--- src/rtl/oh_pkg.sv ---
// Shared definitions for the operand-handler arbiter.
//   - Operand-select (S) codes understood by the shared handler.
//   - Response-register state encoding.
//   - Helper to spot the reserved select code.
package oh_pkg;

  localparam logic [2:0] PASS   = 3'b000;
  localparam logic [2:0] SEXT11 = 3'b001;
  localparam logic [2:0] SEXT14 = 3'b010;
  localparam logic [2:0] LUI    = 3'b011;
  localparam logic [2:0] SHR    = 3'b100;
  localparam logic [2:0] SHRA   = 3'b101;
  localparam logic [2:0] SHL    = 3'b110;
  localparam logic [2:0] RSVD   = 3'b111;

  // EMPTY: response register free; FULL: response register holds a result.
  typedef enum logic [0:0] {
    EMPTY = 1'b0,
    FULL  = 1'b1
  } state_e;

  function automatic logic is_rsvd(input logic [2:0] s);
    return s == RSVD;
  endfunction

endpackage

--- src/rtl/oh_arbiter_if.sv ---
// Bus bundle for oh_arbiter.
//   req0_* / req1_* : requester valid/ready handshake and payload
//   oh_*            : drive to / result from the shared operand handler
//   rsp_*           : one-deep response with valid/ready handshake
// Modports:
//   slave  - the arbiter side
//   master - the environment side (requesters, handler, consumer)
interface oh_arbiter_if #(
  parameter int DATA_W = 32,
  parameter int IMM_W  = 21,
  parameter int SEL_W  = 3,
  parameter int TAG_W  = 4
) ();

  logic              req0_valid;
  logic              req0_ready;
  logic [DATA_W-1:0] req0_rb;
  logic [IMM_W-1:0]  req0_i;
  logic [SEL_W-1:0]  req0_s;
  logic [TAG_W-1:0]  req0_tag;

  logic              req1_valid;
  logic              req1_ready;
  logic [DATA_W-1:0] req1_rb;
  logic [IMM_W-1:0]  req1_i;
  logic [SEL_W-1:0]  req1_s;
  logic [TAG_W-1:0]  req1_tag;

  logic [DATA_W-1:0] oh_rb;
  logic [IMM_W-1:0]  oh_i;
  logic [SEL_W-1:0]  oh_s;
  logic [DATA_W-1:0] oh_n;

  logic              rsp_valid;
  logic              rsp_ready;
  logic [DATA_W-1:0] rsp_data;
  logic              rsp_id;
  logic [TAG_W-1:0]  rsp_tag;
  logic              rsp_err;

  modport slave (
    input  req0_valid, req0_rb, req0_i, req0_s, req0_tag,
    output req0_ready,
    input  req1_valid, req1_rb, req1_i, req1_s, req1_tag,
    output req1_ready,
    output oh_rb, oh_i, oh_s,
    input  oh_n,
    output rsp_valid, rsp_data, rsp_id, rsp_tag, rsp_err,
    input  rsp_ready
  );

  modport master (
    output req0_valid, req0_rb, req0_i, req0_s, req0_tag,
    input  req0_ready,
    output req1_valid, req1_rb, req1_i, req1_s, req1_tag,
    input  req1_ready,
    input  oh_rb, oh_i, oh_s,
    output oh_n,
    input  rsp_valid, rsp_data, rsp_id, rsp_tag, rsp_err,
    output rsp_ready
  );

endinterface

--- src/rtl/oh_arbiter_rr_arb2.sv ---
// Two-way round-robin pick, purely combinational.
//   valid0/valid1 : request valids
//   can_accept    : downstream register can take a result this cycle
//   last_grant    : requester granted most recently
//   grant_valid   : a grant is issued this cycle
//   grant         : granted requester index (meaningful with grant_valid)
//   ready0/ready1 : per-requester accept strobes
module rr_arb2 (
  input  logic valid0,
  input  logic valid1,
  input  logic can_accept,
  input  logic last_grant,
  output logic grant_valid,
  output logic grant,
  output logic ready0,
  output logic ready1
);

  // NOTE: every output of a combinational block gets a default before any
  // branch, otherwise an unassigned path infers a latch.
  always_comb begin
    grant = 1'b0;
    if (valid0 && valid1) begin
      grant = ~last_grant;          // contention: favour the one not served last
    end else if (valid1) begin
      grant = 1'b1;
    end
  end

  assign grant_valid = can_accept & (valid0 | valid1);
  assign ready0      = grant_valid & ~grant;
  assign ready1      = grant_valid &  grant;

endmodule

--- src/rtl/oh_arbiter.sv ---
// Shares one operand-handler datapath between two requesters.
//   clk, rst_n : clock and asynchronous active-low reset
//   bus        : oh_arbiter_if slave modport carrying both request
//                channels, the handler drive/result and the response
// The granted request is steered combinationally onto oh_rb/oh_i/oh_s and
// the handler result oh_n is captured into a one-deep response register on
// the accept edge. A response drained every cycle allows one accept per cycle.
module oh_arbiter
  import oh_pkg::*;
#(
  parameter int DATA_W = 32,
  parameter int IMM_W  = 21,
  parameter int SEL_W  = 3,
  parameter int TAG_W  = 4
) (
  input  logic         clk,
  input  logic         rst_n,
  oh_arbiter_if.slave  bus
);

  state_e            state;
  state_e            state_nxt;
  logic              last_grant;

  logic              can_accept;
  logic              grant_valid;
  logic              grant;
  logic              ready0;
  logic              ready1;

  logic [DATA_W-1:0] sel_rb;
  logic [IMM_W-1:0]  sel_i;
  logic [SEL_W-1:0]  sel_s;
  logic [TAG_W-1:0]  sel_tag;

  logic [DATA_W-1:0] rsp_data_q;
  logic              rsp_id_q;
  logic [TAG_W-1:0]  rsp_tag_q;
  logic              rsp_err_q;

  // A draining consumer frees the register in the same cycle, which is what
  // allows back-to-back accepts.
  assign can_accept = (state == EMPTY) | bus.rsp_ready;

  rr_arb2 u_rr_arb2 (
    .valid0      (bus.req0_valid),
    .valid1      (bus.req1_valid),
    .can_accept  (can_accept),
    .last_grant  (last_grant),
    .grant_valid (grant_valid),
    .grant       (grant),
    .ready0      (ready0),
    .ready1      (ready1)
  );

  assign bus.req0_ready = ready0;
  assign bus.req1_ready = ready1;

  // Idle drive selects the reserved code with zero operands so the handler
  // output stays quiet when nothing is granted.
  always_comb begin
    sel_rb  = '0;
    sel_i   = '0;
    sel_s   = SEL_W'(RSVD);
    sel_tag = '0;
    if (grant_valid) begin
      if (grant) begin
        sel_rb  = bus.req1_rb;
        sel_i   = bus.req1_i;
        sel_s   = bus.req1_s;
        sel_tag = bus.req1_tag;
      end else begin
        sel_rb  = bus.req0_rb;
        sel_i   = bus.req0_i;
        sel_s   = bus.req0_s;
        sel_tag = bus.req0_tag;
      end
    end
  end

  assign bus.oh_rb = sel_rb;
  assign bus.oh_i  = sel_i;
  assign bus.oh_s  = sel_s;

  always_comb begin
    state_nxt = state;
    if (grant_valid) begin
      state_nxt = FULL;
    end else if (bus.rsp_ready) begin
      state_nxt = EMPTY;
    end
  end

  // NOTE: sequential state uses non-blocking assignments so every register
  // samples pre-edge values regardless of statement order.
  // NOTE: the response payload is reset as well, so a freshly reset block
  // presents all-zero rsp_* rather than stale or X data.
  always_ff @(posedge clk or negedge rst_n) begin
    if (!rst_n) begin
      state      <= EMPTY;
      last_grant <= 1'b1;   // req0 wins the first contention after reset
      rsp_data_q <= '0;
      rsp_id_q   <= 1'b0;
      rsp_tag_q  <= '0;
      rsp_err_q  <= 1'b0;
    end else begin
      state <= state_nxt;
      if (grant_valid) begin
        rsp_data_q <= bus.oh_n;
        rsp_id_q   <= grant;
        rsp_tag_q  <= sel_tag;
        rsp_err_q  <= is_rsvd(3'(sel_s));
        last_grant <= grant;
      end
    end
  end

  assign bus.rsp_valid = (state == FULL);
  assign bus.rsp_data  = rsp_data_q;
  assign bus.rsp_id    = rsp_id_q;
  assign bus.rsp_tag   = rsp_tag_q;
  assign bus.rsp_err   = rsp_err_q;

endmodule

--- src/flat_wrapper.sv ---
// flat-port wrapper written by rule: the top's interface ports become plain ports
module oh_arbiter_flat import oh_pkg::*;
#(
  parameter int DATA_W = 32,
  parameter int IMM_W  = 21,
  parameter int SEL_W  = 3,
  parameter int TAG_W  = 4
)
  (clk, rst_n, bus_req0_valid, bus_req0_rb, bus_req0_i, bus_req0_s, bus_req0_tag, bus_req0_ready, bus_req1_valid, bus_req1_rb, bus_req1_i, bus_req1_s, bus_req1_tag, bus_req1_ready, bus_oh_rb, bus_oh_i, bus_oh_s, bus_oh_n, bus_rsp_valid, bus_rsp_data, bus_rsp_id, bus_rsp_tag, bus_rsp_err, bus_rsp_ready);
  oh_arbiter_if #(.DATA_W(DATA_W), .IMM_W(IMM_W), .SEL_W(SEL_W), .TAG_W(TAG_W)) bus_i ();
  input  logic clk;
  input  logic rst_n;
  input wire logic [$bits(bus_i.req0_valid)-1:0] bus_req0_valid;
  input wire logic [$bits(bus_i.req0_rb)-1:0] bus_req0_rb;
  input wire logic [$bits(bus_i.req0_i)-1:0] bus_req0_i;
  input wire logic [$bits(bus_i.req0_s)-1:0] bus_req0_s;
  input wire logic [$bits(bus_i.req0_tag)-1:0] bus_req0_tag;
  output wire logic [$bits(bus_i.req0_ready)-1:0] bus_req0_ready;
  input wire logic [$bits(bus_i.req1_valid)-1:0] bus_req1_valid;
  input wire logic [$bits(bus_i.req1_rb)-1:0] bus_req1_rb;
  input wire logic [$bits(bus_i.req1_i)-1:0] bus_req1_i;
  input wire logic [$bits(bus_i.req1_s)-1:0] bus_req1_s;
  input wire logic [$bits(bus_i.req1_tag)-1:0] bus_req1_tag;
  output wire logic [$bits(bus_i.req1_ready)-1:0] bus_req1_ready;
  output wire logic [$bits(bus_i.oh_rb)-1:0] bus_oh_rb;
  output wire logic [$bits(bus_i.oh_i)-1:0] bus_oh_i;
  output wire logic [$bits(bus_i.oh_s)-1:0] bus_oh_s;
  input wire logic [$bits(bus_i.oh_n)-1:0] bus_oh_n;
  output wire logic [$bits(bus_i.rsp_valid)-1:0] bus_rsp_valid;
  output wire logic [$bits(bus_i.rsp_data)-1:0] bus_rsp_data;
  output wire logic [$bits(bus_i.rsp_id)-1:0] bus_rsp_id;
  output wire logic [$bits(bus_i.rsp_tag)-1:0] bus_rsp_tag;
  output wire logic [$bits(bus_i.rsp_err)-1:0] bus_rsp_err;
  input wire logic [$bits(bus_i.rsp_ready)-1:0] bus_rsp_ready;
  assign bus_i.req0_valid = bus_req0_valid;
  assign bus_i.req0_rb = bus_req0_rb;
  assign bus_i.req0_i = bus_req0_i;
  assign bus_i.req0_s = bus_req0_s;
  assign bus_i.req0_tag = bus_req0_tag;
  assign bus_req0_ready = bus_i.req0_ready;
  assign bus_i.req1_valid = bus_req1_valid;
  assign bus_i.req1_rb = bus_req1_rb;
  assign bus_i.req1_i = bus_req1_i;
  assign bus_i.req1_s = bus_req1_s;
  assign bus_i.req1_tag = bus_req1_tag;
  assign bus_req1_ready = bus_i.req1_ready;
  assign bus_oh_rb = bus_i.oh_rb;
  assign bus_oh_i = bus_i.oh_i;
  assign bus_oh_s = bus_i.oh_s;
  assign bus_i.oh_n = bus_oh_n;
  assign bus_rsp_valid = bus_i.rsp_valid;
  assign bus_rsp_data = bus_i.rsp_data;
  assign bus_rsp_id = bus_i.rsp_id;
  assign bus_rsp_tag = bus_i.rsp_tag;
  assign bus_rsp_err = bus_i.rsp_err;
  assign bus_i.rsp_ready = bus_rsp_ready;
  oh_arbiter #(.DATA_W(DATA_W), .IMM_W(IMM_W), .SEL_W(SEL_W), .TAG_W(TAG_W)) u_core (.clk(clk), .rst_n(rst_n), .bus(bus_i));
endmodule
--- config.mk ---
export PLATFORM = sky130hd
export DESIGN_NAME = oh_arbiter_flat
export DESIGN_NICKNAME = d
export VERILOG_FILES = /design/src/rtl/oh_pkg.sv /design/src/rtl/oh_arbiter_if.sv /design/src/rtl/oh_arbiter_rr_arb2.sv /design/src/rtl/oh_arbiter.sv /design/src/flat_wrapper.sv
export SDC_FILE = /design/constraint.sdc
export NUM_CORES = 1
export LEC_CHECK = 0
export CORE_MARGIN = 5
export CORE_UTILIZATION = 27
export DETAILED_ROUTE_END_ITERATION = 7
export GPL_ROUTABILITY_DRIVEN = 0
export GPL_TIMING_DRIVEN = 0
export PLACE_DENSITY = 0.9
export SYNTH_ARGS = -nofsm -noshare
export SYNTH_HDL_FRONTEND = slang
export SYNTH_SLANG_ARGS = --single-unit
--- constraint.sdc ---
create_clock -name clk -period 1.77 [get_ports clk]
set_input_delay 0.354 -clock clk [delete_from_list [all_inputs] [get_ports clk]]
set_output_delay 0.354 -clock clk [all_outputs]
set_load 0.03 [all_outputs]
==> metrics <==
core outline area 0.00777 mm²; sink count of the clock tree 40; CP Class reg -> out; Peak Freq 487 MHz; clock edge transition at the registers on the reported setup and hold paths 80 ps; CTS Buf Count 5; antenna diode count 0; post-synthesis sequential area ratio 46.3%; Distinct cells, synth 24; initial antenna violation count 0; I/O pin count 254; status complete, but fails checks; total cell area at the placement stage 0.00486 mm²; RSZ-0062 raised after global routing yes; flop-to-flop setup slack 190 ps; post-detailed-route wirelength per cell 20.0 µm; nature of the critical path startpoint register; Bufs on Longest Clock Path 2; count leader, synth a22o_1; root buffer cell clkbuf_8; first-pass GRT wire length 15,900 µm; Final Critical Period 2060 ps; Cells after DPL 527; top cells by count, synth a22o_1, dfrtp_1, mux2_2; setup skew after layout 13.2 ps; number of max-cap violations 0; TritonCTS clock tree yes; Overall Power 3.82 mW; top area cells in the synthesized netlist dfrtp_1, a22o_1, mux2_2; worst-skew pair later-pin latency 290 ps; largest voltage drop on the vdd net 450 µV; violated checks setup timing; number of remaining DRC errors 0; Final HPWL DP 9170 µm; startpoint of the worst setup timing path u_core.last_grant$_DFFE_PN1P_; Finished Layout Cells 548; Slew Viols, Final 0; WP data arrival 1700 ps; Layout Nets 602; library cell occupying the most area in the post-synthesis netlist dfrtp_1; per-cell via count in the routed design 4.79; combined area of the multi-input logic cells 0.00120 mm²; number of rows in the core area 32; Yosys Warn Count 0; wirelength, routed 10,900 µm; number of DRC violations after detailed-routing iteration 0 29; pin count of the biggest net entering global routing 41; Period Utilization, post-route 116%; die width 99.6 µm; count of buffers inserted at the top-level ports 253; grt ovf 0; power density of the placed cells 726 mW/mm²; global-route usage over all layers 20.4%; Worst Path Max Fanout 3; beginning of the worst register-to-register path u_core.last_grant$_DFFE_PN1P_; Die Outline Area 0.00991 mm²; number of global-route vias before repair 2,933; area share of the largest cell type after synthesis 45.1%; worst hold path class in -> async; number of failing setup endpoints in the final timing report 57; crit path capture type output port; via count of the routed design 2,627; initial standard-cell utilization of the core 27.9%; hold_buf cts 0; dpl ws -1090 ps; post-synthesis to final-layout area growth 143%; post-synthesis net count 329; Leakage Power 2.29 nW; number of H-tree branching levels 2; EDFF count, synth 0; slew at the pin closest to its max-slew limit 869 ps; flops & latches, synth 40; relative slew slack 42.0%; number of standard cells after synthesis 172; Critical Path RT 1420 ps; fraction of final layout cells with drive strength greater than 1 37.0%; setup total negative slack -13,060 ps; area used by sequential logic in the layout 0.00100 mm²; antenna violation net count after detailed routing 0; post-synthesis area per instance 12.6 µm²; post-synthesis cell area 0.00217 mm²; die outline height 99.6 µm; post-route setup slack -285 ps; filler cell count 574; post-route cell area 0.00527 mm²; flip-flop cell with the highest count after synthesis dfrtp_1; number of search-and-repair iterations in the first detailed-routing pass 4; total count of hold-check failures in the final report 0; Post-synth ARST share 100%
layer usage:
metal  routed length [µm]  part of all wire, %  global-route usage [%]  vias to the layer above
li1                     -                    -                       -                     1230
met1                 3650                   33                    20.8                     1242
met2                 6090                   56                    39.5                      138
met3                  996                  9.1                    6.73                       17
met4                  203                  1.9                    4.94                        0
met5                    0                    0                       0                        -
state kept, by name (all words and copies together) (netlist names):
register	count
u_core.bus.rsp_tag	4
u_core.last_grant	1
u_core.bus.rsp_data	32
u_core.bus.rsp_valid	1
u_core.bus.rsp_err	1
u_core.bus.rsp_id	1
worst max-delay path: stages, from the launching register on:
cell      delay, ps
dfstp_2         550
nand2b_4        140
nand3_4          90
buf_4           160
buf_4           120
o22a_1          210
buf_6           150
timing repair:
action | in CTS | in global routing
resized for setup | 396 | 21
setup endpoints to repair | 58 | 59
pin swaps | 3 | 10
setup buffers | 5 | 6
gates cloned | 0 | 3
worst paths after layout:
kind                            cells after the start                            endpoint
worst min register to register                      1       u_core.bus.rsp_id$_DFFE_PN0P_
worst max register to register                      7   u_core.bus.rsp_tag[3]$_DFFE_PN0P_
worst max-delay path                                6                         bus_oh_s[2]
max in group asynchronous                           1    u_core.bus.rsp_valid$_DFFE_PN0P_
worst min-delay path                                1  u_core.bus.rsp_data[1]$_DFFE_PN0P_
min in group clk                                    1       u_core.bus.rsp_id$_DFFE_PN0P_
cells by family after synthesis:
family          share of synthesized area (%)
flops                                    46.3
compound gates                           27.4
mux                                      16.6
simple gates                             4.16
buf+inv                                  5.55
cell usage in the layout (no fill, tap or decap), drive strengths merged, types with 2 or more instances in the layout:
| cell type | n |
|---|---|
| buf | 85 |
| nor2 | 2 |
| nand2b | 2 |
| dlygate4sd2 | 3 |
| clkbuf | 9 |
| mux2 | 32 |
| clkdlybuf4s50 | 190 |
| a221o | 4 |
| a21boi | 4 |
| clkinv | 2 |
| dfrtp | 39 |
| o22a | 3 |
| nand3 | 4 |
| a21o | 2 |
| a22o | 54 |
| nand2 | 3 |
area by class of cell:
type                    instances  area share [%]
clock inverters                 2           0.736
well taps                     102            2.42
inverters                       2           0.333
repair buffers                267            50.3
multi-input cells             114            22.8
plain buffers                  15            2.85
clock buffers                   6            1.57
flip-flops and latches         40            19.0
report_power, final:
group	switching [mW]	total (mW)	internal, mW
combinational	0.919	1.93	1.01
clock	0.316	0.777	0.461
sequential	0.0668	1.11	1.05
total	1.30	3.82	2.52
metrics by stage:
| step | hold WS, ps | util [%] |
|---|---|---|
| 5_1_grt | 250 | 67.8 |
| 3_5_place_dp | 466 | 62.6 |
| 2_1_floorplan | 58.4 | - |
| 6_report | 176 | 67.8 |
| 4_1_cts | 196 | 64.9 |
| 3_3_place_gp | 460 | 62.7 |
No activity file was read; power rests on OpenSTA's default activity.
